File: src/rtl/spi_shift_master.sv
// SPI mode-0 master shift engine: one full-duplex, MSB-first DATA_W-bit frame per start pulse.
// Each SCLK half-period lasts clock_div+1 clk cycles; chip-select frames the whole transfer.
module spi_shift_master #(
  parameter int unsigned DATA_W = 32,
  parameter int unsigned DIV_W  = 16
) (
  input  logic              clk,
  input  logic              rstn,
  input  logic              start,
  input  logic [DATA_W-1:0] tx_data,
  input  logic [DIV_W-1:0]  clock_div,
  output logic              busy,
  output logic [DATA_W-1:0] rx_data,
  output logic              sclk,
  output logic              cs_n,
  output logic              mosi,
  input  logic              miso
);

  localparam int unsigned CNT_W = $clog2(DATA_W + 1);
  localparam logic [CNT_W-1:0] BIT_LAST = CNT_W'(DATA_W);
  localparam logic [CNT_W-1:0] BIT_PENULT = CNT_W'(DATA_W - 1);

  typedef enum logic [2:0] {
    IDLE,
    SETUP,
    SHIFT_HI,
    SHIFT_LO,
    HOLD
  } state_t;

  state_t            state;
  logic [DATA_W-2:0] tx_rem;
  logic [DATA_W-1:0] rx_shift;
  logic [DIV_W-1:0]  div_latch;
  logic [DIV_W-1:0]  div_cnt;
  logic [CNT_W-1:0]  bit_cnt;
  logic              half_done;

  // The counter runs 0..div_latch, i.e. H = div_latch+1 cycles, and never passes the latch, so it cannot wrap.
  assign half_done = (div_cnt == div_latch);

  // The MSB is driven onto mosi at acceptance, so only the remaining bits are held in the shift register.
  always_ff @(posedge clk or negedge rstn) begin
    if (!rstn) begin
      state     <= IDLE;
      tx_rem    <= '0;
      rx_shift  <= '0;
      div_latch <= '0;
      div_cnt   <= '0;
      bit_cnt   <= '0;
      busy      <= 1'b0;
      rx_data   <= '0;
      sclk      <= 1'b0;
      cs_n      <= 1'b1;
      mosi      <= 1'b0;
    end else begin
      case (state)
        IDLE: begin
          if (start) begin
            state     <= SETUP;
            tx_rem    <= tx_data[DATA_W-2:0];
            div_latch <= clock_div;
            div_cnt   <= '0;
            bit_cnt   <= '0;
            busy      <= 1'b1;
            cs_n      <= 1'b0;
            sclk      <= 1'b0;
            mosi      <= tx_data[DATA_W-1];
          end
        end

        SETUP: begin
          if (half_done) begin
            div_cnt  <= '0;
            state    <= SHIFT_HI;
            sclk     <= 1'b1;
            rx_shift <= {rx_shift[DATA_W-2:0], miso};
          end else begin
            div_cnt <= div_cnt + 1'b1;
          end
        end

        SHIFT_HI: begin
          if (half_done) begin
            div_cnt <= '0;
            state   <= SHIFT_LO;
            sclk    <= 1'b0;
            bit_cnt <= bit_cnt + 1'b1;
            if (bit_cnt < BIT_PENULT) begin
              mosi   <= tx_rem[DATA_W-2];
              tx_rem <= tx_rem << 1;
            end
          end else begin
            div_cnt <= div_cnt + 1'b1;
          end
        end

        SHIFT_LO: begin
          if (half_done) begin
            div_cnt <= '0;
            if (bit_cnt < BIT_LAST) begin
              state    <= SHIFT_HI;
              sclk     <= 1'b1;
              rx_shift <= {rx_shift[DATA_W-2:0], miso};
            end else begin
              state <= HOLD;
            end
          end else begin
            div_cnt <= div_cnt + 1'b1;
          end
        end

        HOLD: begin
          if (half_done) begin
            div_cnt <= '0;
            state   <= IDLE;
            cs_n    <= 1'b1;
            busy    <= 1'b0;
            mosi    <= 1'b0;
            rx_data <= rx_shift;
          end else begin
            div_cnt <= div_cnt + 1'b1;
          end
        end

        default: begin
          state <= IDLE;
        end
      endcase
    end
  end

endmodule
File: config.mk
export PLATFORM = sky130hd
export DESIGN_NAME = spi_shift_master
export DESIGN_NICKNAME = d
export VERILOG_FILES = /design/src/rtl/spi_shift_master.sv
export SDC_FILE = /design/constraint.sdc
export NUM_CORES = 1
export LEC_CHECK = 0
export CAP_MARGIN = 20
export CORE_MARGIN = 8
export CORE_UTILIZATION = 49
export CTS_BUF_LIST = sky130_fd_sc_hd__clkbuf_16
export DETAILED_ROUTE_END_ITERATION = 10
export PLACE_DENSITY_LB_ADDON = 0.25
export SYNTH_ARGS = -nofsm -noshare
export SYNTH_HDL_FRONTEND = slang
export SYNTH_SLANG_ARGS = --single-unit
export TNS_END_PERCENT = 50
File: constraint.sdc
create_clock -name clk -period 2.1 [get_ports clk]
set_input_delay 0.525 -clock clk [delete_from_list [all_inputs] [get_ports clk]]
set_output_delay 0.525 -clock clk [all_outputs]
set_load 0.01 [all_outputs]
# Word level (Yosys, flattened, before mapping)
# Cells that the tools add are included.
totals:
  ff_bits: 140
  output_inout_bits: 36
op_classes:
  n_addsub: 2
  order_cmp: 2
  n_eq_ne: 12
  mux: 34
  n_reduce_logical: 18
ops:
  columns: ["op", "n"]
  rows:
  - ["$mux 32", 3]
  - ["$mux 31", 3]
  - ["$pmux 32 s2", 1]
  - ["$pmux 31 s2", 1]
  - ["$mux 16", 2]
  - ["$pmux 16 s2", 1]
  - ["$mux 3", 6]
  - ["$add 16x1->16 const B", 1]
  - ["$eq 16x16->1", 1]
  - ["$pmux 3 s5", 1]
  - ["$ne 2x2->1 const B", 7]
  - ["$mux 6", 2]
  - ["$pmux 6 s2", 1]
  - ["$reduce_and 5->1", 2]
  - ["$mux 1", 9]
  - ["$reduce_and 4->1", 2]
  - ["$reduce_bool 2->1", 4]
  - ["$add 6x1->6 const B", 1]
  - ["$eq 3x2->1 const B", 2]
  - ["$lt 6x5->1 const B", 1]
  - ["$lt 6x6->1 const B", 1]
  - ["$reduce_and 2->1", 3]
  - ["$reduce_and 3->1", 2]
  - ["$reduce_and 6->1", 1]
  - ["other kinds (9)", 10]

# Longest topological paths before layout
# Gate-level depths: netlist of the first run.
logic_depth:
  depth_word: 4
  depth_mapped: 9

# Worst setup path before layout of the first run
# OpenSTA, ideal clock, no wires.
synth_path:
  path_kind: "register to register"
  start: "register div_cnt[7]"
  end: "register tx_rem[20]"
  setup_ns: 0.123
  t_arrival_ns: 1.836
  required_ns: 1.977
  setup_slack_ns: 0.141
  path_stages_with_launch: 9
  path_cell_list: "dfrtp_1 -> xor2_1 -> nor4_1 -> and4_1 -> buf_4 -> nand2_1 -> buf_2 -> buf_2 -> o221a_2"
synth_via:
  elab_chain_len: 3
synth_lines:
  columns: ["item", "line", "rtl"]
  rows:
  - ["start: declaration", "36", "logic [DIV_W-1:0] div_cnt;"]
  - ["start signal: assignment", "80", "div_cnt <= div_cnt + 1'b1;"]
  - ["start signal: assignment", "95", "div_cnt <= div_cnt + 1'b1;"]
  - ["start signal: assignment", "110", "div_cnt <= div_cnt + 1'b1;"]
  - ["$eq 16x16->1", "41", "assign half_done = (div_cnt == div_latch);"]
  - ["$ne 2x2->1 (no line)", null, null]
  - ["$reduce_and 4->1 (no line)", null, null]
  - ["end signal: assignment", "62", "tx_rem <= tx_data[DATA_W-2:0];"]
  - ["end signal: assignment", "92", "tx_rem <= tx_rem << 1;"]
  - ["end: declaration", "33", "logic [DATA_W-2:0] tx_rem;"]
# No other way between the ends.
# A chain may end at the register's enable or synchronous reset.

# Worst setup path in the final report of the first run
layout_path:
  start: "register div_cnt[5]"
  end: "register rx_shift[7]"
layout_via:
  elab_chain_len: 3
  elab_cells_between_ends: 4
  cone_classes: "eq/ne (3); reduce/logical (1)"
layout_lines:
  columns: ["item", "line", "rtl"]
  rows:
  - ["$eq 16x16->1 *", "41", null]
  - ["$ne 2x2->1 (no line)", null, null]
  - ["$reduce_and 4->1 (no line) *", null, null]
  - ["end signal: assignment", "78", "rx_shift <= {rx_shift[DATA_W-2:0], miso};"]
  - ["end signal: assignment", "105", "rx_shift <= {rx_shift[DATA_W-2:0], miso};"]
  - ["end: declaration", "34", "logic [DATA_W-1:0] rx_shift;"]
# Mark *: on every way between the ends. The rest lies on a longest branch, timed or not.

==> results of run 1 <==
repair_timing:
item / CTS / global route
cloned: 0 / 0
gates resized for setup: 7 / 10
endpoints found under the setup margin: 114 / 42
pin swaps: 0 / 0
cells in the mapped netlist (all sizes together) (2+ instances only):
cell / instances / area [um^2]
a21o: 2 / 15.0
a21oi: 5 / 25.0
a311oi: 2 / 17.5
a32o: 2 / 20.0
and2: 4 / 25.0
and3: 4 / 25.0
and4: 4 / 35.0
buf: 18 / 110
clkbuf: 11 / 41.3
dfrtp: 139 / 3480
ha: 2 / 25.0
inv: 3 / 11.3
mux2: 65 / 732
nand2: 61 / 229
nand2b: 30 / 188
nand3: 14 / 82.6
nand4: 8 / 50.1
nor2: 20 / 75.1
nor3: 4 / 31.3
nor4: 4 / 25.0
o21a: 2 / 15.0
o21ai: 8 / 40.0
o221a: 30 / 338
xnor2: 3 / 26.3
xor2: 28 / 245
logic make-up after synthesis:
group / share of synthesized area (%)
adder cells (fa/ha/maj): 0.412
flip-flops: 57.7
multiplexers: 12.2
XOR/XNOR: 4.47
AO/OA/AOI/OAI: 9.09
AND/OR/NAND/NOR: 13.4
buffers and inverters: 2.68
through the flow:
| stage | setup WS, ps | instance area (um^2) | power, mW |
|---|---|---|---|
| after floorplan | 141 | 6070 | 2.76 |
| after global placement | -173 | 7370 | 2.92 |
| after detailed placement | -166 | 7370 | 2.92 |
| after CTS | 23.2 | 8010 | 6.00 |
| after global routing | -48.6 | 8050 | 6.15 |
| final | 15.7 | 8050 | 5.95 |
layout make-up:
class / instances / area [um^2] / area share [%]
Multi-Input combinational cell: 316 / 2480 / 30.8
Clock inverter: 15 / 188 / 2.33
Timing Repair Buffer: 122 / 1230 / 15.3
Inverter: 3 / 11.3 / 0.140
Sequential cell: 140 / 3500 / 43.5
Tap cell: 168 / 210 / 2.61
Clock buffer: 17 / 425 / 5.28
metal layers:
layer	routed length, um	vias to the layer above	global-route usage (%)
li1	-	1958	-
met1	5480	2076	19.9
met2	6280	91	26.8
met3	598	5	4.99
met4	104	0	6.23
met5	0	-	0
power by group through the flow:
stage	sequential, mW	clock, mW	combinational (mW)
2_1_floorplan	2.75	0	0.00910
3_3_place_gp	2.75	0	0.171
3_5_place_dp	2.75	0	0.172
4_1_cts	2.70	3.13	0.173
5_1_grt	2.70	3.26	0.189
6_report	2.70	3.08	0.168
state kept, by name (all words and copies together) (netlist names):
signal	count
rx_data	32
rx_shift	32
tx_rem	31
div_cnt	16
div_latch	16
bit_cnt	6
state	3
busy	1
cs_n	1
mosi	1
sclk	1
path summary, 6_finish.rpt:
| path | startpoint | to | slack, ps | cells past startpoint |
|---|---|---|---|---|
| min reg2reg | cs_n | cs_n | 470 | 2 |
| min | rstn | rx_shift[4] | 30 | 1 |
| min in group clk | cs_n | cs_n | 470 | 2 |
| max | div_cnt[5] | rx_shift[7] | 20 | 6 |
| max reg2reg | div_cnt[5] | rx_shift[7] | 20 | 6 |
| max in group asynchronous | rstn | cs_n | 1470 | 2 |
==> impl_metrics.csv, run 1 <==
group,metric,value,unit
global_route,grt_start_max_net_pins,46,
finish,layout-drive-gt1-share,21.0,%
timing,slew_violations,0,
timing,fin_tns_setup,0,ps
status,status,"completed",
pwr,pwr-share-clk,51.8,%
critical_path,end_kind,"register",
logic_synthesis,ys_async_sr_fraction,100,%
logic_synthesis,synth_enable_flop_cells,0,
floorplan,core.rowCount,40,
placement,dp_cells,749,
finish,fin_util,66.7,%
placement,port_buffers,87,
clock_tree,cts-htree-levels,4,
pwr,switching_power,1.25,mW
critical_path,cp.required,2390,ps
floorplan,die-area,16200,um^2
finish,nets,654,
drt,drcViolationCount,0,
timing,fin_crit,2080,ps
drt,routed_wl,12500,um
critical_path,cp-start-kind,"register",
global_route,grt-ovfl-total,0,
logic_synthesis,synth.avg_cell_area,12.4,um^2
clock_tree,clk_path_buf_depth,2,
placement,hpwl,8540,um
floorplan,io_pins,88,
critical_path,path_max_fanout,33,
logic_synthesis,synth-main-ff-cell,"dfrtp_1",
clock_tree,root_buffer,"clkbuf_16",
timing,finalHoldViolations,0,
critical_path,path_cells,"xor2_1, nor4_2, and4_4, nand4b_4, buf_12, mux2_1",
global_route,antenna_found_initial,0,
logic_synthesis,synth_area,6070,um^2
pwr,seqPwrFrac,45.4,%
timing,period_share,99.3,%
finish,n_antenna_cell,0,
floorplan,die_h,127,um
drt,ant_nets,0,
pwr,power.density,739,nW/um^2
global_route,grt_pass1_wl,21300,um
global_route,track_usage,16.3,%
logic_synthesis,ys_seq_elements,140,
logic_synthesis,synthesis.nets,542,
finish,layout_commonest_cell,"dfrtp_1",
clock_tree,clk_pin_slew_worst_paths,60,ps
pwr,p_leak,3.88,nW
timing,tightestPinTransition,608,ps
pwr,power_frac_comb,2.8,%
clock_tree,cts_tree,"built",
logic_synthesis,ys_seq_area_share,57.7,%
floorplan,start_util,50.3,%
drt,avgRoutedWirePerCell,16.0,um
floorplan,design.core.area,12100,um^2
timing,timing.hold.ws,33.8,ps
drt,drtIter0Drc,314,
critical_path,slowest_delay,400,ps
global_route,grt_pass1_vias,4370,
timing,skew,11.4,ps
floorplan,die_x,127,um
clock_tree,clk-insertion-delay-late,410,ps
critical_path,cp_num_buf_inv,1,
timing,slew_headroom,59.5,%
logic_synthesis,synth_cells,488,
critical_path,arrival,2370,ps
pwr,switching_share,21.1,%
finish,fin_cells,781,
critical_path,cpMaxStageDelayCell,"dfrtp_1",
critical_path,cpLargestDelayFamily,"simple AND/OR/NAND/NOR gates",
clock_tree,hold_buffers,0,
critical_path,path_class,"reg2reg",
finish,area_delta_synth_final,32.6,%
timing,fmax,0.480,GHz
clock_tree,cts_setup_buffers,0,
timing,rsz0062_at_grt,"yes",
drt,vias,4130,
finish,mostFrequentLayoutCells,"dfrtp_1 (139), clkdlybuf4s50_1 (86), nand2_1 (61)",
pwr,irDropWorstVdd,0.534,mV
timing,setup_violations,0,
placement,gp_routability_congestion,0.868,
flow_run,max_cap_violations,0,
worst_hold_path,hp-class,"in2async",
pwr,p_int,4.69,mW
drt,viasPerCell,5.29,
logic_synthesis,ys_warn_count,0,
drt,dr.pass1.iters,4,
logic_synthesis,ys_types,48,
clock_tree,cts_buffers,17,
finish,fill_cells,907,
clock_tree,cts_sinks,140,
No activity file was read; power rests on OpenSTA's default activity.
==> inputs of run 2 (changes only) <==
- CORE_UTILIZATION: 49 -> 45
==> run 2 against run 1 <==
  * The flow now finishes with violations (setup timing)
  * Register-to-register slack worse by 130 ps
  * Clock skew down 1.1 ps
  * Via count up 0.44%
  * Clock-buffer cell count unchanged
  * Power down 6.2%
  * Fmax down 5.7%
  * Clock power down 12%
==> impl_metrics.csv, run 2 (same netlist as run 1, synthesis figures left out) <==
group,metric,value,unit
finish,stdcell_area,8110,um^2
global_route,grtUsageMet3,4.15,%
finish,layout-drive-gt1-share,23.3,%
critical_path,r2r-end,"rx_data[8]",
floorplan,design.core.area,13200,um^2
critical_path,arrival,2500,ps
placement,gp_routability_congestion,0.831,
critical_path,rr_worst_depth,8,
global_route,antenna_found_initial,0,
clock_tree,cts_tree,"built",
global_route,grt-ovfl-total,0,
global_route,busiest_layer,"met2",
drt,dr.pass1.iters,4,
critical_path,path_cells,"xor2_1, nor4_1, buf_4, and4_4, buf_6, nand3_4, clkbuf_16, mux2_1",
clock_tree,clk-insertion-delay-late,420,ps
timing,fin_crit,2210,ps
critical_path,cpMaxStageDelayCell,"dfrtp_1",
pwr,irDropWorstVdd,0.398,mV
timing,period_share,105,%
drt,drcViolationCount,0,
critical_path,path_max_fanout,9,
timing,slew_violations,0,
clock_tree,clk_path_buf_depth,2,
timing,slew_headroom,62.9,%
clock_tree,cts-htree-levels,4,
placement,hpwl,8450,um
global_route,grt_use_met2,24.1,%
drt,avgRoutedWirePerCell,16.1,um
status,violations,"setup timing",
critical_path,end_kind,"register",
clock_tree,clk_pin_slew_worst_paths,60,ps
pwr,power,5.58,mW
floorplan,start_util,46.0,%
finish,area_delta_synth_final,33.6,%
critical_path,cp.required,2390,ps
drt,vias,4148,
critical_path,r2r_setup_slack,-110,ps
timing,fmax,0.453,GHz
timing,skew,10.3,ps
drt,viasPerCell,5.22,
status,status,"finished with violations",
critical_path,path_class,"reg2reg",
pwr,p_leak,3.92,nW
global_route,grt_pass1_vias,4439,
global_route,met1_usage,17.7,%
timing,finalHoldViolations,0,
placement,dp_cells,758,
clock_tree,root_buffer,"clkbuf_16",
timing,timing.hold.ws,16.8,ps
finish,mostFrequentLayoutCells,"dfrtp_1 (139), clkdlybuf4s50_1 (86), nand2_1 (60)",
placement,port_buffers,87,
finish,reg.largest.list,"rx_data x32, rx_shift x32, tx_rem x31",
floorplan,die-area,17500,um^2
global_route,track_usage,14.7,%
timing,rsz0062_at_grt,"yes",
finish,nets,660,
drt,ant_nets,0,
finish,n_antenna_cell,0,
global_route,grt_start_max_net_pins,60,
timing,setup_violations,93,
timing,tightestPinTransition,556,ps
finish,fin_util,61.5,%
flow_run,max_cap_violations,0,
floorplan,io_pins,88,
critical_path,r2r_start,"div_cnt[4]",
critical_path,cp-start-kind,"register",
drt,routed_wl,12800,um
global_route,grt_pass1_wl,21100,um
worst_hold_path,hp-class,"in2async",
clock_tree,hold_buffers,0,
clock_tree,cts_buffers,17,
floorplan,die_h,132,um
finish,layout_commonest_cell,"dfrtp_1",
critical_path,slowest_delay,410,ps
clock_tree,cts_sinks,140,
pwr,power.density,688,nW/um^2
finish,fin_cells,795,
floorplan,die_x,132,um
timing,finalWorstSetupSlack,-110,ps
drt,drtIter0Drc,327,
placement,placed_cell_area,7370,um^2
floorplan,core.rowCount,42,
## run 2: cell count changes in the layout (fill, tap and decap cells not counted), sizes merged
cell	before	now
clkbuf	17	19
clkinv	7	10
inv	8	4
bufinv	3	1
clkinvlp	0	3
buf	36	40
## run 2: cell type report
cell class                      count  area (um^2)
Tap cell                          176          220
Clock inverter                     15          109
Clock buffer                       17          425
Multi-Input combinational cell    316         2520
Timing Repair Buffer              128         1310
Inverter                            3         11.3
Sequential cell                   140         3500
Fill cell                        1077         5080
## run 2: report_power, final
group / total, mW / switching, mW / internal [mW] / leakage (nW)
logic: 0.166 / 0.0659 / 0.100 / 1.76
clock network: 2.71 / 1.11 / 1.60 / 0.266
registers: 2.70 / 0.000608 / 2.70 / 1.89
## run 2: stage by stage
step	TNS, ps	setup slack [ps]
after CTS	-5540	-123
after global routing	-10960	-152
after global placement	-8630	-154
after detailed placement	-10680	-213
after floorplan	0	141
final	-5870	-110
## run 2: critical path, delay by kind of cell, from the launching register on
| family | cells | cell delay [ps] |
|---|---|---|
| AND/OR/NAND/NOR | 3 | 670 |
| buffers and inverters | 3 | 530 |
| flip-flops | 1 | 410 |
| multiplexers | 1 | 310 |
| XOR/XNOR | 1 | 170 |
## run 2: timing repair
item                       4_1_cts  5_1_grt
setup buffers                    0        2
cloned                           0        3
gates resized for setup          2       29
pin swaps                        1        5
setup endpoints to repair      104      104
## run 2: how the worst max path moves through the flow
stage,from,to
after floorplan,div_cnt[7],tx_rem[20]
after global placement,div_cnt[8],div_cnt[12]
after detailed placement,start,div_cnt[7]
after CTS,div_cnt[13],rx_shift[11]
after global routing,div_cnt[5],rx_data[16]
final,div_cnt[4],rx_data[8]
## run 2: metal layers
metal | routed length [um] | part of all wire [%] | vias to the layer above
met4 | 214 | 1.7 | 0
li1 | - | - | 1970
met5 | 0 | 0 | -
met2 | 6270 | 49 | 95
met1 | 5740 | 45 | 2068
met3 | 582 | 4.5 | 15
==> inputs of run 3 (changes only) <==
- CAP_MARGIN: 20 -> not set
==> results of run 3 <==
The final DEF is identical to that of run 2; final timing and power are the same.
